$ cat src/rtl/mc_ctrl_if.sv
// Control bundle between the multi-cycle controller (master) and the datapath (slave).
// Carries the decoded instruction fields in, the per-cycle control word out, plus debug state.
interface mc_ctrl_if;
  logic [5:0] Op;
  logic [5:0] Funct;
  logic       Zero;
  logic       PCWrite;
  logic       IRWrite;
  logic       IorD;
  logic       MemWrite;
  logic       RegWrite;
  logic [1:0] RegDst;
  logic [1:0] WDSel;
  logic [1:0] ALUSrcA;
  logic [1:0] ALUSrcB;
  logic       EXTOp;
  logic [3:0] ALUOp;
  logic [1:0] NPCOp;
  logic [3:0] state;
  logic       illegal;

  modport master (
    input  Op, Funct, Zero,
    output PCWrite, IRWrite, IorD, MemWrite, RegWrite, RegDst, WDSel,
           ALUSrcA, ALUSrcB, EXTOp, ALUOp, NPCOp, state, illegal
  );

  modport slave (
    output Op, Funct, Zero,
    input  PCWrite, IRWrite, IorD, MemWrite, RegWrite, RegDst, WDSel,
           ALUSrcA, ALUSrcB, EXTOp, ALUOp, NPCOp, state, illegal
  );
endinterface

$ cat src/rtl/mc_ctrl.sv
// Multi-cycle MIPS-subset control FSM (fetch/decode/execute/memory/writeback sequencing).
// Define MCCTRL_ILLEGAL_TRAP_EN to trap unrecognised instructions in a HALT state.
module mc_ctrl (
    input logic      clk,
    input logic      rstn,
    mc_ctrl_if.master bus
);
    localparam logic [3:0] ALU_NOP = 4'd0, ALU_ADD = 4'd1, ALU_SUB = 4'd2, ALU_AND = 4'd3,
                           ALU_OR  = 4'd4, ALU_NOR = 4'd5, ALU_SLT = 4'd6, ALU_SLTU = 4'd7,
                           ALU_SLL = 4'd8, ALU_SRL = 4'd9, ALU_LUI = 4'd10;

    localparam logic [5:0] OP_R = 6'h00, OP_J = 6'h02, OP_JAL = 6'h03, OP_BEQ = 6'h04,
                           OP_BNE = 6'h05, OP_ADDI = 6'h08, OP_SLTI = 6'h0A, OP_ANDI = 6'h0C,
                           OP_ORI = 6'h0D, OP_LUI = 6'h0F, OP_LW = 6'h23, OP_SW = 6'h2B;

    localparam logic [5:0] FN_SLL = 6'h00, FN_SRL = 6'h02, FN_SLLV = 6'h04, FN_SRLV = 6'h06,
                           FN_JR = 6'h08, FN_ADDU = 6'h21, FN_SUBU = 6'h23, FN_AND = 6'h24,
                           FN_OR = 6'h25, FN_NOR = 6'h27, FN_SLT = 6'h2A, FN_SLTU = 6'h2B;

    typedef enum logic [3:0] {
        S_FETCH  = 4'd0, S_DCODE = 4'd1, S_MADR  = 4'd2, S_MEMRD = 4'd3,
        S_MEMWB  = 4'd4, S_MEMWR = 4'd5, S_EXEC  = 4'd6, S_ALUWB = 4'd7,
        S_BRANCH = 4'd8, S_JUMP  = 4'd9
`ifdef MCCTRL_ILLEGAL_TRAP_EN
        , S_HALT = 4'd10
`endif
    } state_t;

    state_t     state_q, state_d;
    logic       pcw, irw, iord, memw, regw, ext, bad;
    logic [1:0] regdst, wdsel, srca, srcb, npc;
    logic [3:0] aluop;

    // R-type funct codes that execute through EXEC/ALUWB (jr is routed to JUMP instead).
    function automatic logic [3:0] r_aluop(input logic [5:0] fn);
        case (fn)
            FN_ADDU:         r_aluop = ALU_ADD;
            FN_SUBU:         r_aluop = ALU_SUB;
            FN_AND:          r_aluop = ALU_AND;
            FN_OR:           r_aluop = ALU_OR;
            FN_NOR:          r_aluop = ALU_NOR;
            FN_SLT:          r_aluop = ALU_SLT;
            FN_SLTU:         r_aluop = ALU_SLTU;
            FN_SLL, FN_SLLV: r_aluop = ALU_SLL;
            FN_SRL, FN_SRLV: r_aluop = ALU_SRL;
            default:         r_aluop = ALU_NOP;
        endcase
    endfunction

    always_ff @(posedge clk or negedge rstn) begin
        if (!rstn) state_q <= S_FETCH;
        else       state_q <= state_d;
    end

    always_comb begin
        state_d = S_FETCH;
        pcw = 1'b0;  irw = 1'b0;  iord = 1'b0;  memw = 1'b0;  regw = 1'b0;
        ext = 1'b0;  bad = 1'b0;
        regdst = 2'b00;  wdsel = 2'b00;  srca = 2'b00;  srcb = 2'b00;  npc = 2'b00;
        aluop = ALU_NOP;
        case (state_q)
            S_FETCH: begin
                irw = 1'b1;  pcw = 1'b1;  srcb = 2'b01;  aluop = ALU_ADD;
                state_d = S_DCODE;
            end
            S_DCODE: begin
                // Precompute the branch target into ALUOut while decoding.
                srcb = 2'b11;  ext = 1'b1;  aluop = ALU_ADD;
                case (bus.Op)
                    OP_LW, OP_SW:   state_d = S_MADR;
                    OP_R: begin
                        if (bus.Funct == FN_JR)                 state_d = S_JUMP;
                        else if (r_aluop(bus.Funct) != ALU_NOP) state_d = S_EXEC;
                        else                                    bad = 1'b1;
                    end
                    OP_ADDI, OP_SLTI, OP_ANDI, OP_ORI, OP_LUI: state_d = S_EXEC;
                    OP_BEQ, OP_BNE: state_d = S_BRANCH;
                    OP_J, OP_JAL:   state_d = S_JUMP;
                    default:        bad = 1'b1;
                endcase
`ifdef MCCTRL_ILLEGAL_TRAP_EN
                if (bad) state_d = S_HALT;
`else
                if (bad) state_d = S_FETCH;
`endif
            end
            S_MADR: begin
                srca = 2'b01;  srcb = 2'b10;  ext = 1'b1;  aluop = ALU_ADD;
                state_d = (bus.Op == OP_SW) ? S_MEMWR : S_MEMRD;
            end
            S_MEMRD: begin
                iord = 1'b1;
                state_d = S_MEMWB;
            end
            S_MEMWB: begin
                wdsel = 2'b01;  regw = 1'b1;
            end
            S_MEMWR: begin
                iord = 1'b1;  memw = 1'b1;
            end
            S_EXEC: begin
                state_d = S_ALUWB;
                if (bus.Op == OP_R) begin
                    srcb  = 2'b00;
                    srca  = (bus.Funct == FN_SLL || bus.Funct == FN_SRL) ? 2'b10 : 2'b01;
                    aluop = r_aluop(bus.Funct);
                end else begin
                    srca = 2'b01;  srcb = 2'b10;
                    case (bus.Op)
                        OP_ADDI: begin ext = 1'b1; aluop = ALU_ADD; end
                        OP_SLTI: begin ext = 1'b1; aluop = ALU_SLT; end
                        OP_ANDI: aluop = ALU_AND;
                        OP_ORI:  aluop = ALU_OR;
                        OP_LUI:  aluop = ALU_LUI;
                        default: aluop = ALU_NOP;
                    endcase
                end
            end
            S_ALUWB: begin
                regdst = (bus.Op == OP_R) ? 2'b01 : 2'b00;
                regw   = 1'b1;
            end
            S_BRANCH: begin
                srca = 2'b01;  aluop = ALU_SUB;  npc = 2'b01;
                pcw  = ((bus.Op == OP_BEQ) & bus.Zero) | ((bus.Op == OP_BNE) & ~bus.Zero);
            end
            S_JUMP: begin
                pcw = 1'b1;
                npc = (bus.Op == OP_R) ? 2'b11 : 2'b10;
                // PC already holds PC+4 here, so jal links the return address directly.
                if (bus.Op == OP_JAL) begin
                    regdst = 2'b10;  wdsel = 2'b10;  regw = 1'b1;
                end
            end
`ifdef MCCTRL_ILLEGAL_TRAP_EN
            S_HALT: state_d = S_HALT;
`endif
            default: state_d = S_FETCH;
        endcase
    end

    // Write enables are masked by rstn so nothing commits once reset is asserted.
    assign bus.PCWrite  = pcw  & rstn;
    assign bus.IRWrite  = irw  & rstn;
    assign bus.MemWrite = memw & rstn;
    assign bus.RegWrite = regw & rstn;
    assign bus.IorD     = iord;
    assign bus.RegDst   = regdst;
    assign bus.WDSel    = wdsel;
    assign bus.ALUSrcA  = srca;
    assign bus.ALUSrcB  = srcb;
    assign bus.EXTOp    = ext;
    assign bus.ALUOp    = aluop;
    assign bus.NPCOp    = npc;
    assign bus.state    = state_q;
`ifdef MCCTRL_ILLEGAL_TRAP_EN
    assign bus.illegal  = (state_q == S_HALT);
`else
    assign bus.illegal  = 1'b0;
`endif
endmodule

$ cat src/flat_wrapper.sv
// flat-port wrapper written by rule: the top's interface ports become plain ports
module mc_ctrl_flat 
  (clk, rstn, bus_Op, bus_Funct, bus_Zero, bus_PCWrite, bus_IRWrite, bus_IorD, bus_MemWrite, bus_RegWrite, bus_RegDst, bus_WDSel, bus_ALUSrcA, bus_ALUSrcB, bus_EXTOp, bus_ALUOp, bus_NPCOp, bus_state, bus_illegal);
  mc_ctrl_if bus_i ();
  input logic clk;
  input logic rstn;
  input wire logic [$bits(bus_i.Op)-1:0] bus_Op;
  input wire logic [$bits(bus_i.Funct)-1:0] bus_Funct;
  input wire logic [$bits(bus_i.Zero)-1:0] bus_Zero;
  output wire logic [$bits(bus_i.PCWrite)-1:0] bus_PCWrite;
  output wire logic [$bits(bus_i.IRWrite)-1:0] bus_IRWrite;
  output wire logic [$bits(bus_i.IorD)-1:0] bus_IorD;
  output wire logic [$bits(bus_i.MemWrite)-1:0] bus_MemWrite;
  output wire logic [$bits(bus_i.RegWrite)-1:0] bus_RegWrite;
  output wire logic [$bits(bus_i.RegDst)-1:0] bus_RegDst;
  output wire logic [$bits(bus_i.WDSel)-1:0] bus_WDSel;
  output wire logic [$bits(bus_i.ALUSrcA)-1:0] bus_ALUSrcA;
  output wire logic [$bits(bus_i.ALUSrcB)-1:0] bus_ALUSrcB;
  output wire logic [$bits(bus_i.EXTOp)-1:0] bus_EXTOp;
  output wire logic [$bits(bus_i.ALUOp)-1:0] bus_ALUOp;
  output wire logic [$bits(bus_i.NPCOp)-1:0] bus_NPCOp;
  output wire logic [$bits(bus_i.state)-1:0] bus_state;
  output wire logic [$bits(bus_i.illegal)-1:0] bus_illegal;
  assign bus_i.Op = bus_Op;
  assign bus_i.Funct = bus_Funct;
  assign bus_i.Zero = bus_Zero;
  assign bus_PCWrite = bus_i.PCWrite;
  assign bus_IRWrite = bus_i.IRWrite;
  assign bus_IorD = bus_i.IorD;
  assign bus_MemWrite = bus_i.MemWrite;
  assign bus_RegWrite = bus_i.RegWrite;
  assign bus_RegDst = bus_i.RegDst;
  assign bus_WDSel = bus_i.WDSel;
  assign bus_ALUSrcA = bus_i.ALUSrcA;
  assign bus_ALUSrcB = bus_i.ALUSrcB;
  assign bus_EXTOp = bus_i.EXTOp;
  assign bus_ALUOp = bus_i.ALUOp;
  assign bus_NPCOp = bus_i.NPCOp;
  assign bus_state = bus_i.state;
  assign bus_illegal = bus_i.illegal;
  mc_ctrl u_core (.clk(clk), .rstn(rstn), .bus(bus_i));
endmodule
$ cat config.mk
export PLATFORM = sky130hd
export DESIGN_NAME = mc_ctrl_flat
export DESIGN_NICKNAME = d
export VERILOG_FILES = /design/src/rtl/mc_ctrl_if.sv /design/src/rtl/mc_ctrl.sv /design/src/flat_wrapper.sv
export SDC_FILE = /design/constraint.sdc
export NUM_CORES = 1
export LEC_CHECK = 0
export CORE_MARGIN = 3
export CORE_UTILIZATION = 41
export DETAILED_ROUTE_END_ITERATION = 8
export PLACE_DENSITY = 0.92
export SYNTH_ARGS = -nofsm -noshare
export SYNTH_HDL_FRONTEND = slang
export SYNTH_SLANG_ARGS = --single-unit
$ cat constraint.sdc
create_clock -name clk -period 1.5 [get_ports clk]
set_input_delay 0.225 -clock clk [delete_from_list [all_inputs] [get_ports clk]]
set_output_delay 0.225 -clock clk [all_outputs]
set_load 0.05 [all_outputs]
==> metrics.md, run 1 <==
| Metric | Value |
|---|---|
| Status | `stopped before the end` |
| Fail Step | `detailed placement (3_5_place_dp)` |
| Stop err | `[ERROR DPL-0038] Utilization greater than 100%, impossible to legalize` |
| Rows | `15` |
| Post-synth ARST share | `between 90% and 100%` |
| Sequential share of the synthesized area | `a little under an eighth` |
| Port Buf Inserts | `38` |
| Initial core utilization | `45.9%` |
| Post-Syn Instances | `124` |
| Routability cong. | `between 0.9 and 1` |
| Synth Warn # | `0` |
| #FFs+latches synth | `4` |
| Width of the die | `51.2 µm` |
| Num ports | `40` |
| Die H | `around 50 µm` |
| Cell Area, Synth | `836 µm²` |
| Syn avg cell area | `6.74 µm²` |
| EDFF count, synth | `0` |
| Synth Flop Type | `dfrtp_1` |
| Net count after synthesis | `139` |
| Post-synth cell types | `50` |
synth_stat cells, types with 2 or more instances:
master	n	area, µm²
a21o_1	2	15.0
buf_1	2	7.51
o22ai_1	2	12.5
clkbuf_1	2	7.51
inv_1	3	11.3
nand4b_1	2	17.5
buf_2	3	15.0
dfrtp_1	4	100
o21ai_0	3	15.0
nor2_1	11	41.3
xor2_1	2	17.5
nand2b_1	6	37.5
nand3_1	2	10.0
o21a_1	2	15.0
nor3_1	7	35.0
a31oi_1	4	25.0
a311oi_1	2	17.5
a21oi_1	10	50.1
nor2b_1	6	37.5
and3_1	3	18.8
buf_4	2	15.0
a211oi_1	3	22.5
nand2_1	14	52.6
metrics by stage:
| step | setup slack [ps] | std cells |
|---|---|---|
| after floorplan | -479 | 124 |
| after global placement | -567 | 229 |
cell families after synthesis:
logic type / synth area share [%]
buf+inv: 8.08
flops: 12.0
mux: 1.20
compound gates: 30.1
xor+xnor: 3.14
other cells: 0.449
simple gates: 45.1
==> run 2, diff against run 1 <==
--- a/config.mk
+++ b/config.mk
@@ -5,10 +5,10 @@
 export SDC_FILE = /design/constraint.sdc
 export NUM_CORES = 1
 export LEC_CHECK = 0
-export CORE_MARGIN = 3
-export CORE_UTILIZATION = 41
+export CORE_AREA = 3 3 64 66
 export DETAILED_ROUTE_END_ITERATION = 8
-export PLACE_DENSITY = 0.92
+export DIE_AREA = 0 0 67 69
+export PLACE_DENSITY_LB_ADDON = 0.15
 export SYNTH_ARGS = -nofsm -noshare
 export SYNTH_HDL_FRONTEND = slang
 export SYNTH_SLANG_ARGS = --single-unit
==> metrics.md, run 2 <==
| Metric | Value |
|---|---|
| Status | `complete, but fails checks (was stopped before the end)` |
| Failing checks | `negative setup slack` |
| Core ar. | `between 0.003 and 0.004 mm²` |
| Power per standard cell area | `764 mW/mm²` |
| Max reg flops | `4` |
| Max-cap violation count | `0` |
| Clock tree buffer depth | `2` |
| Post-Route WL | `4770 µm` |
| DP Area | `0.00205 mm²` |
| Clock latency on the worst-skew pair | `220 ps` |
| Fmax | `between 0.5 and 0.6 GHz` |
| Largest net degree at the start of global routing | `12` |
| Rows | `22 (was 15)` |
| Vias after detailed routing | `1425` |
| CTS tree | `yes` |
| Crit Path Class | `reg -> out` |
| Synth Warn # | `0 (unchanged)` |
| # setup viols final | `21` |
| Endpoints failing hold | `0` |
| Vias in the first global route | `1551` |
| Sw frac | `45.6%` |
| Port Buf Inserts | `38 (unchanged)` |
| Die H | `69 µm (was 51.2 µm)` |
| Crit path time final | `1840 ps` |
| RSZ-0062 raised after global routing | `yes` |
| EDFF count, synth | `0 (unchanged)` |
| Period utilization | `123%` |
| Comb pwr share | `80.3%` |
| Number of CTS-inserted buffers | `3` |
| Dominant cells by area after synthesis | `dfrtp_1 12%, nand2_1 6.3%, a21oi_1 6.0% (unchanged)` |
| Crit path DAT | `1620 ps` |
| Final Max Tran Viols | `0` |
| Top post-synthesis cells by count | `14 x nand2_1, 11 x nor2_1, 10 x a21oi_1 (unchanged)` |
| Worst Hold Class | `in -> async` |
| #FFs+latches synth | `4 (unchanged)` |
| Num ports | `40 (unchanged)` |
| Clk pin slew, worst setup/hold paths | `30 ps` |
| Initial antenna violation count | `0` |
| GRT Total Usage | `about a fifth` |
| Synth Flop Type | `dfrtp_1 (unchanged)` |
| Final setup margin | `-343 ps` |
| Synth area leader | `dfrtp_1 (unchanged)` |
| Setup WS pre-CTS | `-671 ps` |
| P_leak | `about 1.1 nW` |
| Net count after synthesis | `139 (unchanged)` |
| Startpoint types | `register` |
| Post-synth ARST share | `100% (unchanged)` |
| Worst hold slack | `155 ps` |
| Post-Syn Instances | `124 (unchanged)` |
| Most frequent cell after synthesis | `nand2_1 (unchanged)` |
| Most common cell after layout, fill and taps aside | `buf_4` |
| Fillcell total | `between 200 and 300` |
| Clock sinks | `4` |
| Reg power frac | `8.1%` |
| Routability cong. | `0.886 (was 0.964)` |
| VDD IR-drop max | `564 µV` |
| PnR Total Power | `2.04 mW` |
| DIE AREA | `0.00462 mm²` |
| FF+latch area | `105 µm²` |
| Total gr overflow | `0` |
| Width of the die | `67 µm (was 51.2 µm)` |
| Vias per std cell | `approximately 5.1` |
| WP data required | `1270 ps` |
| Post-synth cell types | `50 (unchanged)` |
| Pint | `1.11 mW` |
| Post-DP HPWL | `3110 µm` |
| Routed len/inst | `17.0 µm` |
| CTS H-tree depth | `1` |
| Syn avg cell area | `6.74 µm² (unchanged)` |
| Post-synth top area share | `12.0% (unchanged)` |
| Commonest cells after routing, fill and taps aside | `44 x buf_4, 35 x buf_6, 24 x buf_12` |
| Fraction of layout cells with a size suffix above 1 | `79.4%` |
| Cell Area, Synth | `836 µm² (unchanged)` |
| Initial core utilization | `23.0% (was 45.9%)` |
| N_diodes | `0` |
| DRC | `0` |
| Nets | `250` |
| NetSw | `0.931 mW` |
| Clock Skew | `0.875 ps` |
| CP max FO | `6` |
| Sequential share of the synthesized area | `12.0% (unchanged)` |
| Clock share of power | `11.6%` |
| Pre-Repair DR Iteration Count | `4` |
| Antenna viol nets, final | `0` |
| Area of the multi-input gates | `0.00113 mm²` |
| Area grow syn2layout | `220%` |
| Initial DRC count | `55` |
| Final instance area | `between 0.002 and 0.003 mm²` |
| Clock root buffer | `clkbuf_8` |
| First-pass GRT wire length | `between 7000 and 8000 µm` |
| Setup crit end kind | `primary output` |
run 2: cell counts after synthesis:
No cell type changed its count.
run 2: what timing repair did:
action                     4_1_cts  5_1_grt
gates cloned                     0        1
hold buffers                     0        0
pin swaps                       28       26
setup endpoints to repair       23       24
buffers inserted                14       14
resized for setup               97       58
run 2: logic make-up after synthesis:
| family | after synthesis | share of synthesized area, % |
|---|---|---|
| mux | 1 | 1.20 |
| xor+xnor | 3 | 3.14 |
| simple gates | 65 | 45.1 |
| compound gates | 37 | 30.1 |
| flops | 4 | 12.0 |
| buf+inv | 13 | 8.08 |
| other cells | 1 | 0.449 |
run 2: power groups by stage:
| stage | logic (mW) | clock network [mW] | registers (mW) |
|---|---|---|---|
| after detailed placement | 1.22 | 0 | 0.159 |
| after global routing | 1.71 | 0.241 | 0.167 |
| after floorplan | 0.611 | 0 | 0.218 |
| final | 1.64 | 0.237 | 0.165 |
| after CTS | 1.42 | 0.228 | 0.159 |
| after global placement | 1.20 | 0 | 0.157 |
run 2: layout make-up:
cell class	count	share of cell area, %
Timing Repair Buffer	116	49.6
Multi-Input combinational cell	107	42.3
Sequential cell	4	3.93
Tap cell	48	2.25
Clock buffer	3	1.54
Inverter	3	0.421
run 2: metrics by stage:
| step | std cells | setup TNS [ps] | utilization, % |
|---|---|---|---|
| floorplan | 124 | -4930 | - |
| global placement | 256 | -8600 | 56.4 |
| detailed placement | 256 | -9240 | 56.4 |
| CTS | 273 | -3670 | 67.2 |
| global route | 281 | -5000 | 73.6 |
| finish | 281 | -4030 | 73.6 |
run 2: worst paths after layout:
| kind | startpoint | to | slack [ps] | cells after the start |
|---|---|---|---|---|
| hold / removal | rstn | u_core.bus.state[2] | 150 | 2 |
| setup reg to reg | u_core.bus.state[3] | u_core.bus.state[2] | 10 | 7 |
| min in group clk | bus_Op[4] | u_core.bus.state[3] | 500 | 5 |
| setup / recovery | u_core.bus.state[1] | bus_RegWrite | -340 | 6 |
| hold reg to reg | u_core.bus.state[3] | u_core.bus.state[0] | 810 | 4 |
| max in group asynchronous | rstn | u_core.bus.state[0] | 1220 | 2 |
run 2: per-layer routing:
metal	up-vias	wire [µm]	track usage (%)	share of wire, %
met1	692	1750	21.5	37
met5	-	0	0	0
li1	674	-	-	-
met3	10	216	1.95	4.5
met2	49	2750	35.6	58
met4	0	58	8.11	1.2
run 2: worst max-delay path, cell delays in order, from the launching register on:
cell,delay (ps)
dfrtp_2,470
nor2_4,150
nand2_4,90
nor2_4,140
and4_4,270
o21a_4,140
buf_12,130
Note: power is estimated with default switching activity, not from simulation.
